$ cat src/rtl/uart_mem_cmd_ctrl.sv
// UART command front end for a byte-wide memory: READ / WRITE / ERASE frames
// with address and length fields, answered with ACK or NAK over the tx handshake.
module uart_mem_cmd_ctrl #(
  parameter int         ADDR_WIDTH     = 12,
  parameter logic [7:0] FILL_BYTE      = 8'h00,
  parameter int         TIMEOUT_CYCLES = 1000000
) (
  input  logic                  clk,
  input  logic                  rst,
  input  logic [7:0]            rx_data,
  input  logic                  rx_valid,
  input  logic                  tx_busy,
  output logic                  tx_start,
  output logic [7:0]            tx_data,
  output logic                  mem_en,
  output logic                  mem_we,
  output logic [ADDR_WIDTH-1:0] mem_addr,
  output logic [7:0]            mem_wdata,
  input  logic [7:0]            mem_rdata,
  output logic                  busy,
  output logic                  err
);

  localparam int                  AB       = (ADDR_WIDTH + 7) / 8;
  localparam logic [1:0]          AB_LAST  = 2'(AB - 1);
  localparam logic [31:0]         TMO_LAST = 32'(TIMEOUT_CYCLES - 1);
  localparam logic [ADDR_WIDTH-1:0] A_ONE  = ADDR_WIDTH'(1);
  localparam logic [7:0] CMD_READ = 8'h11, CMD_WRITE = 8'h12, CMD_ERASE = 8'h13;
  localparam logic [7:0] ESC = 8'h1B, ACK = 8'h06, NAK = 8'h15;

  typedef enum logic [3:0] {
    S_IDLE, S_GET_ADDR, S_GET_LEN, S_WR_DATA, S_RD_ISSUE,
    S_RD_WAIT, S_RD_SEND, S_TX_WAIT, S_ER_FILL, S_RESP
  } state_t;

  state_t                state_q, state_d;
  logic [7:0]            cmd_q, cmd_d;
  logic [ADDR_WIDTH-1:0] addr_q, addr_d, len_q, len_d, mem_addr_q, mem_addr_d;
  logic [1:0]            cnt_q, cnt_d;
  logic [31:0]           tmo_q, tmo_d;
  logic                  seen_q, seen_d, last_q, last_d, nak_q, nak_d, err_q, err_d;
  logic                  tx_start_q, tx_start_d, mem_en_q, mem_en_d, mem_we_q, mem_we_d;
  logic [7:0]            tx_data_q, tx_data_d, mem_wdata_q, mem_wdata_d;
  logic                  timed_out;

  always_comb begin
    state_d     = state_q;
    cmd_d       = cmd_q;
    addr_d      = addr_q;
    len_d       = len_q;
    cnt_d       = cnt_q;
    tmo_d       = '0;
    seen_d      = seen_q;
    last_d      = last_q;
    nak_d       = nak_q;
    err_d       = err_q;
    tx_start_d  = 1'b0;
    tx_data_d   = tx_data_q;
    mem_en_d    = 1'b0;
    mem_we_d    = 1'b0;
    mem_addr_d  = mem_addr_q;
    mem_wdata_d = mem_wdata_q;
    timed_out   = (TIMEOUT_CYCLES != 0) && !rx_valid && (tmo_q == TMO_LAST);

    // Inter-byte idle counter only runs while a frame is being received.
    if (state_q == S_GET_ADDR || state_q == S_GET_LEN || state_q == S_WR_DATA)
      tmo_d = rx_valid ? '0 : tmo_q + 32'd1;

    case (state_q)
      S_IDLE: if (rx_valid) begin
        cnt_d = '0;
        if (rx_data == CMD_READ || rx_data == CMD_WRITE || rx_data == CMD_ERASE) begin
          cmd_d   = rx_data;
          err_d   = 1'b0;
          state_d = S_GET_ADDR;
        end else begin
          err_d   = 1'b1;
          nak_d   = 1'b1;
          state_d = S_RESP;
        end
      end
      S_GET_ADDR: if (rx_valid) begin
        addr_d = (addr_q << 8) | ADDR_WIDTH'(rx_data);
        cnt_d  = cnt_q + 2'd1;
        if (cnt_q == AB_LAST) begin
          cnt_d   = '0;
          state_d = S_GET_LEN;
        end
      end else if (timed_out) begin
        err_d = 1'b1; nak_d = 1'b1; state_d = S_RESP;
      end
      S_GET_LEN: if (rx_valid) begin
        len_d = (len_q << 8) | ADDR_WIDTH'(rx_data);
        cnt_d = cnt_q + 2'd1;
        if (cnt_q == AB_LAST) begin
          cnt_d = '0;
          if (cmd_q == CMD_WRITE)     state_d = S_WR_DATA;
          else if (cmd_q == CMD_READ) state_d = S_RD_ISSUE;
          else                        state_d = S_ER_FILL;
        end
      end else if (timed_out) begin
        err_d = 1'b1; nak_d = 1'b1; state_d = S_RESP;
      end
      S_WR_DATA: if (rx_valid) begin
        if (rx_data == ESC) begin
          err_d = 1'b1; nak_d = 1'b1; state_d = S_RESP;
        end else begin
          mem_en_d    = 1'b1;
          mem_we_d    = 1'b1;
          mem_addr_d  = addr_q;
          mem_wdata_d = rx_data;
          addr_d      = addr_q + A_ONE;
          len_d       = len_q - A_ONE;
          if (len_q == '0) begin
            nak_d = 1'b0; state_d = S_RESP;
          end
        end
      end else if (timed_out) begin
        err_d = 1'b1; nak_d = 1'b1; state_d = S_RESP;
      end
      S_RD_ISSUE: begin
        mem_en_d   = 1'b1;
        mem_addr_d = addr_q;
        cnt_d      = '0;
        state_d    = S_RD_WAIT;
      end
      // Read data lands one cycle after the enable is seen by the memory.
      S_RD_WAIT: if (cnt_q == 2'd0) begin
        cnt_d = 2'd1;
      end else begin
        tx_data_d = mem_rdata;
        state_d   = S_RD_SEND;
      end
      S_RD_SEND: if (!tx_busy) begin
        tx_start_d = 1'b1; seen_d = 1'b0; last_d = 1'b0; state_d = S_TX_WAIT;
      end
      S_TX_WAIT: if (tx_busy) begin
        seen_d = 1'b1;
      end else if (seen_q) begin
        if (last_q) state_d = S_IDLE;
        else if (len_q == '0) begin
          nak_d = 1'b0; state_d = S_RESP;
        end else begin
          len_d = len_q - A_ONE; addr_d = addr_q + A_ONE; state_d = S_RD_ISSUE;
        end
      end
      S_ER_FILL: begin
        mem_en_d    = 1'b1;
        mem_we_d    = 1'b1;
        mem_addr_d  = addr_q;
        mem_wdata_d = FILL_BYTE;
        addr_d      = addr_q + A_ONE;
        len_d       = len_q - A_ONE;
        if (len_q == '0) begin
          nak_d = 1'b0; state_d = S_RESP;
        end
      end
      S_RESP: if (!tx_busy) begin
        tx_data_d  = nak_q ? NAK : ACK;
        tx_start_d = 1'b1; seen_d = 1'b0; last_d = 1'b1; state_d = S_TX_WAIT;
      end
      default: state_d = S_IDLE;
    endcase
  end

  always_ff @(posedge clk or posedge rst) begin
    if (rst) begin
      state_q     <= S_IDLE;
      cmd_q       <= '0;
      addr_q      <= '0;
      len_q       <= '0;
      cnt_q       <= '0;
      tmo_q       <= '0;
      seen_q      <= 1'b0;
      last_q      <= 1'b0;
      nak_q       <= 1'b0;
      err_q       <= 1'b0;
      tx_start_q  <= 1'b0;
      tx_data_q   <= '0;
      mem_en_q    <= 1'b0;
      mem_we_q    <= 1'b0;
      mem_addr_q  <= '0;
      mem_wdata_q <= '0;
    end else begin
      state_q     <= state_d;
      cmd_q       <= cmd_d;
      addr_q      <= addr_d;
      len_q       <= len_d;
      cnt_q       <= cnt_d;
      tmo_q       <= tmo_d;
      seen_q      <= seen_d;
      last_q      <= last_d;
      nak_q       <= nak_d;
      err_q       <= err_d;
      tx_start_q  <= tx_start_d;
      tx_data_q   <= tx_data_d;
      mem_en_q    <= mem_en_d;
      mem_we_q    <= mem_we_d;
      mem_addr_q  <= mem_addr_d;
      mem_wdata_q <= mem_wdata_d;
    end
  end

  assign tx_start  = tx_start_q;
  assign tx_data   = tx_data_q;
  assign mem_en    = mem_en_q;
  assign mem_we    = mem_we_q;
  assign mem_addr  = mem_addr_q;
  assign mem_wdata = mem_wdata_q;
  assign busy      = (state_q != S_IDLE);
  assign err       = err_q;

endmodule

$ cat config.mk
export PLATFORM = sky130hd
export DESIGN_NAME = uart_mem_cmd_ctrl
export DESIGN_NICKNAME = d
export VERILOG_FILES = /design/src/rtl/uart_mem_cmd_ctrl.sv
export SDC_FILE = /design/constraint.sdc
export NUM_CORES = 1
export LEC_CHECK = 0
export ABC_AREA = 1
export BUFFER_PORTS_ARGS = -buffer_cell sky130_fd_sc_hd__buf_2
export CORE_MARGIN = 2
export CORE_UTILIZATION = 40
export CTS_CLUSTER_DIAMETER = 60
export CTS_CLUSTER_SIZE = 8
export DETAILED_ROUTE_END_ITERATION = 10
export GPL_TIMING_DRIVEN = 0
export PLACE_DENSITY_LB_ADDON = 0.15
export RECOVER_POWER = 25
export SYNTH_ARGS = -nofsm -noshare
export SYNTH_HDL_FRONTEND = slang
export SYNTH_SLANG_ARGS = --single-unit
$ cat constraint.sdc
create_clock -name clk -period 3.7 [get_ports clk]
set_clock_uncertainty 0.2 [all_clocks]
set_input_delay 0.74 -clock clk [delete_from_list [all_inputs] [get_ports clk]]
set_output_delay 0.74 -clock clk [all_outputs]
set_load 0.02 [all_outputs]
Word level (Yosys, flattened, before mapping)
Index checks and enable logic that the tools add are counted.
{"block": "classes", "add_sub_neg": 4, "eq_ne": 38, "muxes": 81, "bitwise": 2, "n_reduce_logical": 35}
{"operator": "12-bit 2-to-1 mux", "n": 16}
{"operator": "12-bit one-hot mux with 4 select lines", "n": 2}
{"operator": "4-bit 2-to-1 mux", "n": 18}
{"operator": "32-bit 2-to-1 mux", "n": 2}
{"operator": "8-bit by 5-bit == test with 1-bit output, second input constant", "n": 6}
{"operator": "4-bit one-hot mux with 9 select lines", "n": 1}
{"operator": "2-bit inequality test, second input constant", "n": 17}
{"operator": "32-bit by 1-bit adder with 32-bit output, second input constant", "n": 1}
{"operator": "32-bit by 20-bit == test with 1-bit output, second input constant", "n": 1}
{"operator": "8-bit 2-to-1 mux", "n": 4}
{"operator": "8-bit one-hot mux with 2 select lines", "n": 2}
{"operator": "12-bit by 8-bit OR with 12-bit output", "n": 2}
{"operator": "12-bit one-hot mux with 2 select lines", "n": 1}
{"operator": "1-bit 2-to-1 mux", "n": 23}
{"operator": "3-bit AND reduction", "n": 6}
{"operator": "4-bit by 3-bit == test with 1-bit output, second input constant", "n": 4}
{"operator": "8-bit AND reduction", "n": 2}
{"operator": "4-bit nonzero test", "n": 4}
{"operator": "7-bit AND reduction", "n": 2}
{"operator": "12-bit by 1-bit adder with 12-bit output, second input constant", "n": 1}
{"operator": "12-bit zero test", "n": 1}
{"operator": "12-bit by 1-bit subtractor with 12-bit output, second input constant", "n": 1}
{"operator": "2-bit nonzero test", "n": 5}
{"operator": "3-bit by 2-bit inequality test with 1-bit output, second input constant", "n": 3}
{"operator": "21 further kinds", "n": 35}
{"block": "totals", "ff_bits": 105, "inputBits": 20, "output_inout_bits": 33, "word_cells": 176}

Depth between registers and ports, before layout
{"block": "depth", "depth_word": 6, "mapped_depth": 13, "ltp_nobuf": 13}

Worst setup path after synthesis
No wires, ideal clock.
{"block": "synth_path", "path_kind": "input to register", "start": "input port rx_data[7]", "end": "register addr_q[10]", "setup_ns": 0.116, "arrival_ns": 1.840, "required_time_ns": 3.384, "path_slack_ns": 1.544, "stages": 11, "n_path_buf": 1, "cell_sequence": "inv_1 nand2_1 nor2_1 nand4_1 o21ai_0 nor2_1 nand2_2 inv_4 buf_12 nand2_1 nand2_1"}
{"block": "synth_via", "elab_chain_cells": 3}
{"item": "from (decl)", "line": "10", "rtl": "input logic [7:0] rx_data,"}
{"item": "8-bit by 5-bit == test with 1-bit output", "line": "105", "rtl": "if (rx_data == ESC) begin"}
{"item": "2-bit inequality test (no source line)"}
{"item": "8-bit AND reduction (no source line)"}
{"item": "to (signal assigned)", "line": "187", "rtl": "addr_q <= addr_d;"}
{"item": "to (decl)", "line": "38", "rtl": "logic [ADDR_WIDTH-1:0] addr_q, addr_d, len_q, len_d, mem_addr_q, mem_addr_d;"}
Every way passes these cells.
A chain may end at the register's enable or synchronous reset.

Worst setup path in the final report
{"block": "layout_path", "start": "register state_q[1]", "end": "output port busy"}
{"block": "layout_via", "elab_chain_cells": 1}
{"item": "from (decl)", "line": "36", "rtl": "state_t state_q, state_d;"}
{"item": "from (signal assigned)", "line": "185", "rtl": "state_q <= state_d;"}
{"item": "4-bit nonzero test", "line": "210", "rtl": "assign busy = (state_q != S_IDLE);"}
{"item": "to (decl)", "line": "20", "rtl": "output logic busy,"}
Every way passes these cells.

==> flow_summary.yaml <==
synthesis:
  ys_ff_latch: 105
  synthMostInstantiatedCell: "nand2_1"
  synth_edf_count: 0
  syn_nets: 830
  ys_seq_area_share_pct: 44.60
  synth_area_mm2: 0.005892
  async_flop_share_pct: 100.0
  syn_inst: 807
  synth_largest_area_cell: "dfrtp_1"
  netlist.area_leader.share_pct: 44.60
  synthTopCellsByArea: "dfrtp_1, nand2_1, inv_1"
  ys.flop_type: "dfrtp_1"
  synth_cell_types: 44
  synth.avg_cell_area_um2: 7.301
  synth_warnings: 0
  yosys-top-cells-count: "nand2_1, dfrtp_1, inv_1, nor2_1, nand3_1"
power:
  p_leak_uw: 0.003268
  p_per_area_mw_per_mm2: 763.4
  power_uw: 5162
  ir_worst_vdd_mv: 0.3518
clocking:
  clk_pin_slew_ns: 0.08
  clock_sinks: 105
  cts_root_buffer: "clkbuf_16"
  post_cts_resized: 0
  tritoncts: "built"
  postCtsSetupBuffers: 0
  insertion_delay_ns: 0.37
  numCtsBuffers: 9
  cts.path.max_buffers: 2
  htree_levels: 3
  holdBufCountCts: 0
cells_and_area:
  final_util_pct: 46.70
  drive_gt1_share_pct: 13.21
  n_antenna_cell: 0
  final_nets: 896
  areaGrowthSynthToFinish_pct: 14.76
  design_area_mm2: 0.006761
min_path:
  worstHoldPathType: "flip-flop to flip-flop"
floorplan:
  die-area_mm2: 0.01572
  die_x_um: 125.4
  ios: 53
  start_util_pct: 40.69
  core_area_mm2: 0.01448
  num_rows: 44
  fp.dieH_um: 125.4
timing:
  hold_violations: 0
  setup_viol: 0
  worstMarginPinSlew_ns: 0.9183
  finalSetupTns_ns: 0
  final.period_utilization_pct: 67.13
  finalCriticalPeriod_ns: 2.484
  rsz0062_at_grt: "no"
  relSlewSlack_pct: 38.45
  slew_viol_final: 0
  timing.fmax_ghz: 0.4026
drt:
  dr.pass1.iters: 4
  viasPerCell: 5.085
  drt_iter0_drc: 381
  ant_nets: 0
  wire_per_inst_um: 14.21
  wl_mm: 15.09
  remaining_drc_errors: 0
  vias: 5400
worst_setup_path:
  cp.arrival_ns: 1.54
  required_ns: 2.76
  cp-start-kind: "flip-flop"
  critPathBufInv: 3
  cp_max_fo: 6
  path_cells: "inv_1, nand2_1, nor2_1, inv_1, buf_2"
  path_class: "flip-flop to output port"
  worst_path_largest_cell_delay_ns: 0.45
  ff2ff_setup_slack_ns: 1.23
  path_delay_family: "buffers and inverters"
  cp_common_cell: "inv_1"
  critPathCaptureType: "output port"
  slowest_stage: "dfrtp_1"
global_route:
  grt_max_degree: 33
  track_usage_pct: 20.28
  grt_overflow: 0
  antenna_found_initial: 0
  grt_first_pass_wirelength_mm: 25.92
  grt_pass1_vias: 5197
placed_design:
  port_buffers: 52
  gp_congestion: 0.8774
  placed_area_mm2: 0.006446
  place_hpwl_mm: 11.54
flow_run:
  maxCapViolCount: 0
outcome:
  outcome: "completed"
flip-flops by register name, indices dropped and copies added (netlist names):
register   count
tmo_q         32
addr_q        12
len_q         12
mem_addr      12
cmd_q          8
mem_wdata      8
tx_data        8
state_q        4
cnt_q          2
err            1
last_q         1
mem_en         1
mem_we         1
nak_q          1
seen_q         1
tx_start       1
layer usage:
metal	routed length, um	GRT usage, %	part of all wire [%]	up-vias
met5	0	0	0	-
met4	226	5.229	1.5	0
met3	641	3.937	4.2	17
met2	6934	32.29	46	123
met1	7291	28.56	48	2529
li1	-	-	-	2731
report_power, final:
part           switching (uW)  internal (uW)  leakage, uW
registers                 234           1510      0.00133
logic                    1580            795      0.00178
clock network             481            561     0.000158
cell type report:
class,instances,area (um^2)
fillers,1499,7717
multi-input cells,581,2759
flip-flops and latches,105,2628
inverters,107,405.4
repair buffers,55,320.3
clock buffers,10,239.0
well taps,184,230.2
plain buffers,14,101.3
clock inverters,6,78.83
worst paths after layout:
check,from,endpoint,cells after the start
worst max register to register,len_q[0],addr_q[11],12
max in group asynchronous,rst,mem_wdata[3],5
min in group asynchronous,rst,tx_data[5],2
worst max-delay path,state_q[1],busy,5
worst min register to register,tmo_q[0],tmo_q[0],1
worst min-delay path,tmo_q[0],tmo_q[0],1
worst reg2reg max path: stages (launching register included):
cell and delay [ns]:
dfrtp_1 0.40, inv_1 0.10, ha_1 0.24, nand3_2 0.12, nor2_2 0.31, nand2_2 0.20
nor2_4 0.17, nor2_1 0.08, nand2_2 0.17, inv_4 0.10, buf_12 0.16, nand2_1 0.07
nand2_1 0.05
through the flow:
step	instances	hold slack [ns]	setup slack, ns
after floorplan	807	0.2329	1.500
after global placement	1043	0.2541	0.7064
after detailed placement	1046	0.2562	0.9710
after CTS	1062	0.1967	1.215
after global routing	1062	0.2858	1.030
final	1062	0.2655	1.216
logic make-up (layout without fill, tap and decap cells):
family	count (synthesis)	in the layout	synth area share, %
simple gates	447	447	32.68
compound gates	116	116	11.28
flops	105	105	44.60
buf+inv	121	192	8.579
xor+xnor	15	15	2.230
fa+ha+maj	3	3	0.6371
cell usage in the layout, fill, tap and decap left out, drive strengths merged:
cell type	netlist	layout
a211oi	1	1
a21boi	3	3
a21oi	31	31
a31oi	4	4
a32o	1	1
and3	1	1
buf	11	66
bufinv	0	1
clkbuf	3	13
clkinvlp	0	1
dfrtp	105	105
ha	3	3
inv	107	111
nand2	230	230
nand3	56	56
nand3b	3	3
nand4	12	12
nor2	110	110
nor3	29	29
nor3b	1	1
nor4	3	3
o211a	1	1
o211ai	2	2
o21a	2	2
o21ai	64	64
o221ai	1	1
o22a	1	1
o22ai	1	1
o31ai	4	4
or2	2	2
xnor2	4	4
xor2	11	11
Power figures use the tool's default switching activity.
